$ cat config.mk
export PLATFORM = sky130hd
export DESIGN_NAME = writeback_unit
export DESIGN_NICKNAME = d
export VERILOG_FILES = /design/src/rtl/writeback_unit.sv
export SDC_FILE = /design/constraint.sdc
export NUM_CORES = 1
export LEC_CHECK = 0
export CAP_MARGIN = 20
export CORE_MARGIN = 2
export CORE_UTILIZATION = 40
export CTS_CLUSTER_SIZE = 40
export DETAILED_ROUTE_END_ITERATION = 12
export PLACE_DENSITY = 0.65
export SYNTH_ARGS = -nofsm -noshare
export SYNTH_HDL_FRONTEND = slang
export SYNTH_SLANG_ARGS = --single-unit
export TNS_END_PERCENT = 1
$ cat constraint.sdc
create_clock -name clk -period 3.4 [get_ports clk]
set_input_delay 0.51 -clock clk [delete_from_list [all_inputs] [get_ports clk]]
set_output_delay 0.51 -clock clk [all_outputs]
set_load 0.05 [all_outputs]
$ cat src/rtl/writeback_unit.sv
// Writeback stage: merges buffered ALU results and formatted load data
// onto the single register file write port.
module writeback_unit #(
    parameter int RISC_V_DATA_WIDTH           = 32,
    parameter int REGISTER_FILE_ADDRESS_WIDTH = 5,
    parameter int ALU_FIFO_DEPTH              = 2
) (
    input  logic                                   clk,
    input  logic                                   rst,
    input  logic                                   alu_valid,
    output logic                                   alu_ready,
    input  logic [REGISTER_FILE_ADDRESS_WIDTH-1:0] alu_rd,
    input  logic [RISC_V_DATA_WIDTH-1:0]           alu_data,
    input  logic                                   ld_req_valid,
    output logic                                   ld_req_ready,
    input  logic [REGISTER_FILE_ADDRESS_WIDTH-1:0] ld_rd,
    input  logic [2:0]                             ld_funct3,
    input  logic [1:0]                             ld_offset,
    input  logic                                   mem_rvalid,
    input  logic [RISC_V_DATA_WIDTH-1:0]           mem_rdata,
    output logic [REGISTER_FILE_ADDRESS_WIDTH-1:0] reg_num_w,
    output logic [RISC_V_DATA_WIDTH-1:0]           w_data,
    output logic                                   ctrl_reg_w,
    output logic                                   ld_busy,
    output logic [REGISTER_FILE_ADDRESS_WIDTH-1:0] ld_pend_rd
);
    localparam int AW = REGISTER_FILE_ADDRESS_WIDTH;
    localparam int DW = RISC_V_DATA_WIDTH;
    localparam int PW = $clog2(ALU_FIFO_DEPTH);
    localparam int CW = PW + 1;

    typedef enum logic {IDLE, WAIT} state_t;

    state_t          state_q, state_d;
    logic [AW-1:0]   ld_rd_q, ld_rd_d;
    logic [2:0]      ld_f3_q, ld_f3_d;
    logic [1:0]      ld_off_q, ld_off_d;
    logic [AW+DW-1:0] fifo_q [ALU_FIFO_DEPTH];
    logic [AW+DW-1:0] fifo_d [ALU_FIFO_DEPTH];
    logic [PW-1:0]   wr_ptr_q, wr_ptr_d, rd_ptr_q, rd_ptr_d;
    logic [CW-1:0]   cnt_q, cnt_d;
    logic [AW-1:0]   reg_num_w_q, reg_num_w_d;
    logic [DW-1:0]   w_data_q, w_data_d;
    logic            ctrl_reg_w_q, ctrl_reg_w_d;

    logic            fifo_empty, alu_acc, ld_acc, ld_ret;
    logic            sel_fifo, sel_byp, push, pop;
    logic [7:0]      ld_byte;
    logic [15:0]     ld_half;
    logic [DW-1:0]   ld_fmt;
    logic [AW-1:0]   head_rd;
    logic [DW-1:0]   head_data;

    assign fifo_empty   = (cnt_q == '0);
    assign alu_ready    = (cnt_q != CW'(ALU_FIFO_DEPTH));
    assign ld_req_ready = (state_q == IDLE);
    assign ld_busy      = (state_q == WAIT);
    assign ld_pend_rd   = (state_q == WAIT) ? ld_rd_q : '0;
    assign reg_num_w    = reg_num_w_q;
    assign w_data       = w_data_q;
    assign ctrl_reg_w   = ctrl_reg_w_q;

    assign alu_acc  = alu_valid && alu_ready;
    assign ld_acc   = ld_req_valid && ld_req_ready;
    assign ld_ret   = mem_rvalid && (state_q == WAIT);
    assign sel_fifo = !ld_ret && !fifo_empty;
    assign sel_byp  = !ld_ret && fifo_empty && alu_acc;
    assign push     = alu_acc && !sel_byp;
    assign pop      = sel_fifo;

    assign {head_rd, head_data} = fifo_q[rd_ptr_q];

    // Little-endian lane extraction ahead of sign/zero extension
    always_comb begin
        ld_byte = mem_rdata[7:0];
        case (ld_off_q)
            2'd1:    ld_byte = mem_rdata[15:8];
            2'd2:    ld_byte = mem_rdata[23:16];
            2'd3:    ld_byte = mem_rdata[31:24];
            default: ld_byte = mem_rdata[7:0];
        endcase
        ld_half = ld_off_q[1] ? mem_rdata[31:16] : mem_rdata[15:0];
        case (ld_f3_q)
            3'b000:  ld_fmt = {{(DW-8){ld_byte[7]}}, ld_byte};
            3'b001:  ld_fmt = {{(DW-16){ld_half[15]}}, ld_half};
            3'b100:  ld_fmt = {{(DW-8){1'b0}}, ld_byte};
            3'b101:  ld_fmt = {{(DW-16){1'b0}}, ld_half};
            default: ld_fmt = mem_rdata;
        endcase
    end

    always_comb begin
        state_d  = state_q;
        ld_rd_d  = ld_rd_q;
        ld_f3_d  = ld_f3_q;
        ld_off_d = ld_off_q;
        case (state_q)
            IDLE: if (ld_acc) begin
                state_d  = WAIT;
                ld_rd_d  = ld_rd;
                ld_f3_d  = ld_funct3;
                ld_off_d = ld_offset;
            end
            WAIT: if (mem_rvalid) state_d = IDLE;
            default: state_d = IDLE;
        endcase
    end

    always_comb begin
        fifo_d   = fifo_q;
        wr_ptr_d = wr_ptr_q;
        rd_ptr_d = rd_ptr_q;
        cnt_d    = cnt_q;
        if (push) begin
            fifo_d[wr_ptr_q] = {alu_rd, alu_data};
            wr_ptr_d = wr_ptr_q + 1'b1;
        end
        if (pop) rd_ptr_d = rd_ptr_q + 1'b1;
        if (push && !pop) cnt_d = cnt_q + 1'b1;
        if (pop && !push) cnt_d = cnt_q - 1'b1;
    end

    // x0 targets are consumed but never raise the write enable
    always_comb begin
        reg_num_w_d  = reg_num_w_q;
        w_data_d     = w_data_q;
        ctrl_reg_w_d = 1'b0;
        unique case (1'b1)
            ld_ret: begin
                reg_num_w_d  = ld_rd_q;
                w_data_d     = ld_fmt;
                ctrl_reg_w_d = (ld_rd_q != '0);
            end
            sel_fifo: begin
                reg_num_w_d  = head_rd;
                w_data_d     = head_data;
                ctrl_reg_w_d = (head_rd != '0);
            end
            sel_byp: begin
                reg_num_w_d  = alu_rd;
                w_data_d     = alu_data;
                ctrl_reg_w_d = (alu_rd != '0);
            end
            default: ;
        endcase
    end

    always_ff @(posedge clk) begin
        if (!rst) begin
            state_q      <= IDLE;
            ld_rd_q      <= '0;
            ld_f3_q      <= '0;
            ld_off_q     <= '0;
            wr_ptr_q     <= '0;
            rd_ptr_q     <= '0;
            cnt_q        <= '0;
            reg_num_w_q  <= '0;
            w_data_q     <= '0;
            ctrl_reg_w_q <= 1'b0;
        end else begin
            state_q      <= state_d;
            ld_rd_q      <= ld_rd_d;
            ld_f3_q      <= ld_f3_d;
            ld_off_q     <= ld_off_d;
            wr_ptr_q     <= wr_ptr_d;
            rd_ptr_q     <= rd_ptr_d;
            cnt_q        <= cnt_d;
            reg_num_w_q  <= reg_num_w_d;
            w_data_q     <= w_data_d;
            ctrl_reg_w_q <= ctrl_reg_w_d;
        end
    end

    always_ff @(posedge clk) begin
        fifo_q <= fifo_d;
    end
endmodule

# Word-level counts from Yosys, hierarchy flattened
# Index checks and enable logic that the tools add are counted.
totals:
  in_bits: 84
  wordCells: 70
  output_inout_bits: 46
  register_bits: 127
op_classes:
  n_lt_le_gt_ge: 3
  reduce_logical: 23
  n_mux: 18
  bitwise: 3
  add_sub_neg: 4
  eq_ne: 7
ops:
  columns: ["operator", "n"]
  rows:
  - ["$mux 37", 4]
  - ["$pmux 32 s4", 1]
  - ["$pmux 32 s3", 1]
  - ["$bwmux 74", 1]
  - ["$demux 37 s1", 1]
  - ["$pmux 8 s3", 1]
  - ["$mux 16", 1]
  - ["$pmux 5 s3", 1]
  - ["$reduce_bool 5->1", 3]
  - ["$logic_and 1x1->1", 10]
  - ["$eq 3x3->1 const B", 2]
  - ["$logic_not 1->1", 5]
  - ["$mux 5", 1]
  - ["$eq 2x2->1 const B", 2]
  - ["$ge 2x2->1 const B", 2]
  - ["$mux 2", 2]
  - ["$not 1->2", 2]
  - ["$eq 3x1->1 const B", 1]
  - ["$logic_not 3->1", 1]
  - ["$pmux 1 s3", 1]
  - ["$reduce_bool 3->1", 1]
  - ["$add 1x1->1 const B", 2]
  - ["$add 2x1->2 const B", 1]
  - ["$eq 2x1->1 const B", 1]
  - ["9 further kinds", 10]

# Logic depth before layout (Yosys ltp)
# Gate-level depths: netlist of run 1.
logic_depth:
  depth_word: 9
  ltp_mapped: 8
  ltp_nobuf: 6

# Least setup slack after synthesis of run 1
# OpenSTA, ideal clock, no wires.
synth_timing:
  kind: "register to register"
  from: "register state_q, in the netlist ld_busy"
  to: "register fifo_q[37] in the netlist's numbering, enable pin"
  stages_incl_launch_ff: 6
  period_less_slack_ns: 3.290
  setup_time_ns: 0.433
  path_buffers: 2
  t_required_ns: 2.967
  path_slack_ns: 0.110
  t_arrival_ns: 2.857
  path_cell_list: "dfxtp_1 buf_6 a211o_4 buf_6 nand3_1 nor2_1"
synth_between:
  elab_chain_len: 6
synth_lines:
  columns: ["item", "line_no", "source"]
  rows:
  - ["start, declared", "34", "state_t state_q, state_d;"]
  - ["start signal, assigned", "161", "state_q <= state_d;"]
  - ["$logic_and 1x1->1", "65", "assign ld_ret = mem_rvalid && (state_q == WAIT);"]
  - ["$logic_not 1->1", "67", "assign sel_byp = !ld_ret && fifo_empty && alu_acc;"]
  - ["$logic_and 1x1->1 (2 in a row)", "67", null]
  - ["$logic_not 1->1", "68", "assign push = alu_acc && !sel_byp;"]
  - ["$logic_and 1x1->1", "68", null]
  - ["end signal, assigned", "175", "fifo_q <= fifo_d;"]
  - ["end, declared", "38", "logic [AW+DW-1:0] fifo_q [ALU_FIFO_DEPTH];"]
# Every way passes these cells.
# A chain may end at the register's enable or synchronous reset.

# Worst setup path in the final report of run 1
layout_timing:
  from: "register cnt_q[0]"
  to: "output port alu_ready"
layout_between:
  elab_chain_len: 1
layout_lines:
  columns: ["item", "line_no", "source"]
  rows:
  - ["start, declared", "41", "logic [CW-1:0] cnt_q, cnt_d;"]
  - ["start signal, assigned", "167", "cnt_q <= cnt_d;"]
  - ["$ne 2x2->1", "55", "assign alu_ready = (cnt_q != CW'(ALU_FIFO_DEPTH));"]
  - ["end, declared", "11", "output logic alu_ready,"]
# Every way passes these cells.

==> results of run 1 <==
## power breakdown
group	internal [mW]	leakage, nW	switching [mW]	total, mW
registers	2.00	1.11	0.252	2.25
logic	1.02	1.46	1.72	2.74
clock network	1.10	0.277	0.621	1.72
total	4.12	2.85	2.60	6.72
## worst reg2reg max path: stages, from the launching register on
cell and delay, ns:
dfxtp_1 0.59, a211o_4 0.44, nand3_1 0.31, ha_1 0.43, or3_1 0.38, a21boi_0 0.21
## worst max-delay path by stage
stage	endpoint	cells past startpoint	from
2_1_floorplan	fifo_q[37]	5	ld_busy
3_3_place_gp	cnt_q[1]	6	mem_rvalid
3_5_place_dp	cnt_q[1]	6	mem_rvalid
4_1_cts	alu_ready	2	cnt_q[0]
5_1_grt	alu_ready	2	cnt_q[0]
6_report	alu_ready	2	cnt_q[0]
## flip-flops by register name (all words and copies together), names as in the netlist
signal      cells
ctrl_reg_w      1
reg_num_w       5
w_data         32
fifo_q         74
ld_rd_q         5
ld_f3_q         3
rd_ptr_q        1
ld_off_q        2
wr_ptr_q        1
cnt_q           2
ld_busy         1
## cell usage in the layout (no fill, tap or decap), types with 3 or more instances in the layout
| master | instances |
|---|---|
| nor3_1 | 7 |
| a21boi_0 | 11 |
| clkinv_2 | 4 |
| o21ai_0 | 31 |
| a21oi_1 | 34 |
| a221oi_1 | 16 |
| clkbuf_16 | 17 |
| and2_1 | 8 |
| o211a_1 | 7 |
| a211oi_1 | 13 |
| dfxtp_1 | 52 |
| nor2b_1 | 32 |
| buf_4 | 11 |
| clkbuf_1 | 4 |
| nand3b_1 | 4 |
| clkinv_1 | 3 |
| nor2_1 | 21 |
| and3b_1 | 7 |
| mux2i_1 | 33 |
| clkdlybuf4s50_1 | 129 |
| nand2_1 | 23 |
| mux2_2 | 13 |
| inv_1 | 14 |
| o22ai_1 | 16 |
| xnor2_1 | 3 |
| o221ai_1 | 29 |
| edfxtp_1 | 74 |
| nand2b_1 | 3 |
| o22a_1 | 5 |
## area by class of cell
| cell class | count | area share |
|---|---|---|
| Sequential cell | 127 | 0.408 |
| Multi-Input combinational cell | 347 | 0.311 |
| Timing Repair Buffer | 142 | 0.176 |
| Clock buffer | 23 | 0.0581 |
| Tap cell | 184 | 0.0286 |
| Clock inverter | 9 | 0.0113 |
| Inverter | 16 | 0.00746 |
## logic make-up (layout without fill, tap and decap cells)
family | Yosys count | after routing | share of synthesized area
simple gates | 115 | 115 | 0.102
flops | 127 | 127 | 0.542
fa+ha+maj | 1 | 1 | 0.00207
compound gates | 180 | 180 | 0.216
buf+inv | 62 | 190 | 0.0484
mux | 48 | 48 | 0.0848
xor+xnor | 3 | 3 | 0.00434
## through the flow
step | worst slack [ns] | cell area (um2) | cells | hold WS, ns | utilization
after floorplan | 0.110 | 6050 | 536 | 0.457 | -
after global placement | 0.612 | 7490 | 816 | 0.488 | 0.511
after detailed placement | 0.508 | 7490 | 816 | 0.486 | 0.511
after CTS | 0.808 | 8050 | 848 | 0.493 | 0.550
after global routing | 0.758 | 8050 | 848 | 0.523 | 0.550
final | 0.823 | 8050 | 848 | 0.487 | 0.550
## layer usage
metal / wire length (um) / part of all wire / up-vias
li1: - / - / 2283
met5: 0 / 0 / -
met2: 7870 / 0.46 / 196
met3: 1390 / 0.081 / 16
met1: 7650 / 0.45 / 2344
met4: 170 / 0.0099 / 0
==> flow_summary.yaml, run 1 <==
final_layout:
  fill_cells: 1254
  layout-drive-gt1-share: 0.0994
  final-seq-area_um2: 3280
  area_delta_synth_final_pct: 33.0
  diodes: 0
  nets: 736
  multiInputGateArea_um2: 2500
worst_setup_path:
  cp_slowest_cell: "clkdlybuf4s50_1"
  rr_worst_depth: 5
  crit_buf_inv: 1
  r2r_start: "cnt_q[0]"
  reg2reg_slack_ns: 0.97
  r2r-end: "cnt_q[1]"
  cp-start-kind: "flip-flop"
  cp_top_family: "buffers and inverters"
  cp-end-kind: "primary output"
  crit_type: "flip-flop to primary output"
  arrival_ns: 2.07
  cp.required_ns: 2.89
  path_max_fanout: 9
  cp_cell_sequence: "nand2b_1, clkdlybuf4s50_1"
  critPathMaxStageDelay_ns: 0.82
die:
  rows: 44
  top_level_ports: 130
  core_area_um2: 14600
  die_w_um: 127
  die_y_um: 127
  start_util: 0.413
  die_area_um2: 16100
yosys:
  yosys_register_bits: 127
  yosysTopAreaCell: "edfxtp_1"
  synthArstFlopShare: 0
  synth.most_common_cell: "edfxtp_1"
  ys.flop_type: "edfxtp_1"
  synth_area_per_cell_um2: 11.3
  synth_top_area_frac: 0.367
  syn_nets: 621
  synth-edff-count: 74
  ys_seq_area_frac: 0.542
  synth_cells: 536
  synth_area_leaders: "edfxtp_1 (37%), dfxtp_1 (18%), mux2i_1 (5.5%)"
  syn-cell-area_um2: 6050
  synth_cell_type_count: 51
  synth_warnings: 0
  yosys-top-cells-count: "edfxtp_1 (74), dfxtp_1 (53), a21oi_1 (34), mux2i_1 (33), nor2b_1 (32)"
clock_tree:
  cts_resized: 0
  cts.sinks: 127
  numCtsBuffers: 17
  insertion_delay_ns: 0.42
  htree_levels: 4
  clk_pin_slew_ns: 0.05
  postCtsSetupBuffers: 0
  clockRootBuffer: "clkbuf_16"
  postCtsHoldBufs: 0
  cts_max_path_buffers: 2
  cts_tree: "done"
grt:
  grt_pass1_vias: 4743
  met3_usage: 0.0469
  use_met1: 0.295
  grt_use_total: 0.212
  antenna_found_initial: 0
  gr-max-usage-layer: "met2"
  grt_max_degree: 54
  grt_pass1_wl_um: 26300
  met2_usage: 0.334
  grt_overflow: 0
sta:
  grt_setup_unrepaired: "false"
  tns_ns: 0
  maxSlewHeadroom: 0.550
  skew_ns: 0.00705
  period_needed_ns: 2.58
  finalMaxSlewViolations: 0
  fin_crit_sh: 0.758
  hold_viol: 0
  setup_viol: 0
  clock.fmax_mhz: 388
  tightest_slew_ns: 0.674
drt:
  via_count: 4839
  drt_iter0_drc: 402
  drtPass1Iterations: 5
  ant_nets: 0
  wl_per_cell_um: 20.1
  vias_per_cell: 5.71
  wl_um: 17100
  drc: 0
run:
  cap_violations: 0
placement:
  port_buffers: 129
  gp_congestion: 0.789
  dp_hpwl_um: 11400
pwr:
  irDropWorstVdd_mv: 0.597
  finalPower_mw: 6.72
  leakage_nw: 2.85
  power_per_cell_area_nw_per_um2: 835
hold_path:
  min_delay_path_depth: 2
  hold_class: "flip-flop to flip-flop"
  hp-start: "ld_rd_q[1]"
  min_to: "ld_rd_q[1]"
run_status:
  outcome: "completed"
Note: power is estimated with default switching activity, not from simulation.
==> run 2: changes to the inputs <==
clock period = 2.6 ns   (was 3.4 ns; I/O delays follow)
==> run 2 against run 1 <==
Count of clock-buffer cells in the layout up 3. Routed wire length fell by 0.50%. First-iteration DRC count fell by 21%. Via count grew 0.12%. Clock skew shrank 0.0017 ns. Total power up 35%. Non-clock buffer count rose by 5. Sequential power up 29%. Sequential share of layout area shrank 0.61 points. Die area unchanged. Design area rose by 1.5%. Critical path depth is the same. Largest power group unchanged. Highest routed layer is now met5.
==> flow_summary.yaml, run 2 (same netlist as run 1, synthesis figures left out) <==
clock_tree:
  cts_max_path_buffers: 2
  clockRootBuffer: "clkbuf_16"
  htree_levels: 4
  cts_tree: "done"
  cts.sinks: 127
  postCtsSetupBuffers: 0
  numCtsBuffers: 17
  insertion_delay_ns: 0.42
  cts_resized: 0
  clk_pin_slew_ns: 0.05
  postCtsHoldBufs: 0
die:
  start_util: 0.413
  die_w_um: 127
  top_level_ports: 130
  core_area_um2: 14600
  die_y_um: 127
  rows: 44
  die_area_um2: 16100
hold_path:
  hold_class: "flip-flop to flip-flop"
run_status:
  outcome: "completed"
worst_setup_path:
  r2r_start: "cnt_q[0]"
  arrival_ns: 2.09
  rr_worst_depth: 5
  cp-end-kind: "primary output"
  reg2reg_slack_ns: 0.50
  path_max_fanout: 9
  crit_type: "flip-flop to primary output"
  cp.required_ns: 2.21
  r2r-end: "w_data[28]"
  cp-start-kind: "flip-flop"
  crit_end: "alu_ready"
  crit_start: "cnt_q[0]"
final_layout:
  final-seq-area_um2: 3280
  diodes: 0
  layout.cells.most_common_list: "clkdlybuf4s50_1 (129), edfxtp_1 (74), dfxtp_1 (52)"
  layout-drive-gt1-share: 0.111
  fill_cells: 1265
  top_register: "fifo_q"
  largest_register_ffs: 74
  nets: 741
  final_common_cell: "clkdlybuf4s50_1"
  area_delta_synth_final_pct: 35.0
  multiInputGateArea_um2: 2500
grt:
  grt_pass1_wl_um: 26300
  grt_pass1_vias: 4843
  met3_usage: 0.0670
  antenna_found_initial: 1
  gr-max-usage-layer: "met2"
  grt_max_degree: 54
  use_met1: 0.282
  met2_usage: 0.331
  grt_overflow: 0
  grt_use_total: 0.213
pwr:
  power_per_cell_area_nw_per_um2: 1110
  leakage_nw: 2.91
  p_sw_mw: 3.38
  swShare: 0.374
  seqPwrFrac: 0.321
  pwr-share-clk: 0.273
  p_comb_frac: 0.406
  intPower_mw: 5.66
  irDropWorstVdd_mv: 0.517
drt:
  wl_per_cell_um: 20.0
  via_count: 4845
  wl_um: 17000
  ant_nets: 0
  vias_per_cell: 5.69
  drtPass1Iterations: 5
  drt_iter0_drc: 316
  drc: 0
placement:
  gp_congestion: 0.855
  port_buffers: 129
  place_ws_ns: 0.193
  dp_hpwl_um: 11600
sta:
  maxSlewHeadroom: 0.605
  grt_setup_unrepaired: "false"
  fin_crit_sh: 0.953
  hold_ws_ns: 0.496
  clock.fmax_mhz: 404
  hold_viol: 0
  finalMaxSlewViolations: 0
  skew_ns: 0.00531
  setup_ws_ns: 0.123
  period_needed_ns: 2.48
  setup_viol: 0
  tightest_slew_ns: 0.593
run:
  cap_violations: 0
-- run 2: how the worst min path moves through the flow --
stage | cells past startpoint | startpoint | to | slack [ns]
after detailed placement | 2 | ld_rd_q[0] | ld_rd_q[0] | 0.49
after global placement | 2 | ld_f3_q[2] | ld_f3_q[2] | 0.49
after floorplan | 2 | ld_f3_q[2] | ld_f3_q[2] | 0.46
final | 2 | ld_rd_q[0] | ld_rd_q[0] | 0.50
after global routing | 2 | ld_rd_q[2] | ld_rd_q[2] | 0.54
after CTS | 2 | ld_rd_q[0] | ld_rd_q[0] | 0.50
-- run 2: area by class of cell --
type                       count  area share
sequential                   127       0.402
multi-input combinational    347       0.306
timing repair buffer         147       0.181
clock buffer                  26      0.0636
tap                          184      0.0282
clock inverter                 5      0.0123
inverter                      16     0.00735
-- run 2: through the flow --
step	cells	util	TNS [ns]	total power [mW]	instance area, um2
floorplan	536	-	-6.08	5.40	6060
global placement	820	0.515	0	6.53	7540
detailed placement	821	0.516	0	6.61	7550
CTS	852	0.558	0	9.09	8170
global route	852	0.558	0	9.48	8170
finish	852	0.558	0	9.04	8170
-- run 2: critical path, cell delays in order, from the launching register on --
cell and delay (ns):
dfxtp_1 0.59, nand2b_1 0.22, clkdlybuf4s50_1 0.85
-- run 2: power groups by stage --
stage               clock (mW)  combinational (mW)  sequential [mW]
floorplan                    0                1.80             3.60
global placement             0                3.59             2.94
detailed placement           0                3.66             2.95
CTS                       2.50                3.67             2.91
global route              2.59                3.92             2.96
finish                    2.47                3.67             2.91
-- run 2: per-layer routing --
| layer | vias up | part of all wire |
|---|---|---|
| li1 | 2295 | - |
| met2 | 210 | 0.46 |
| met4 | 2 | 0.015 |
| met5 | - | 0.00065 |
| met1 | 2313 | 0.44 |
| met3 | 25 | 0.081 |
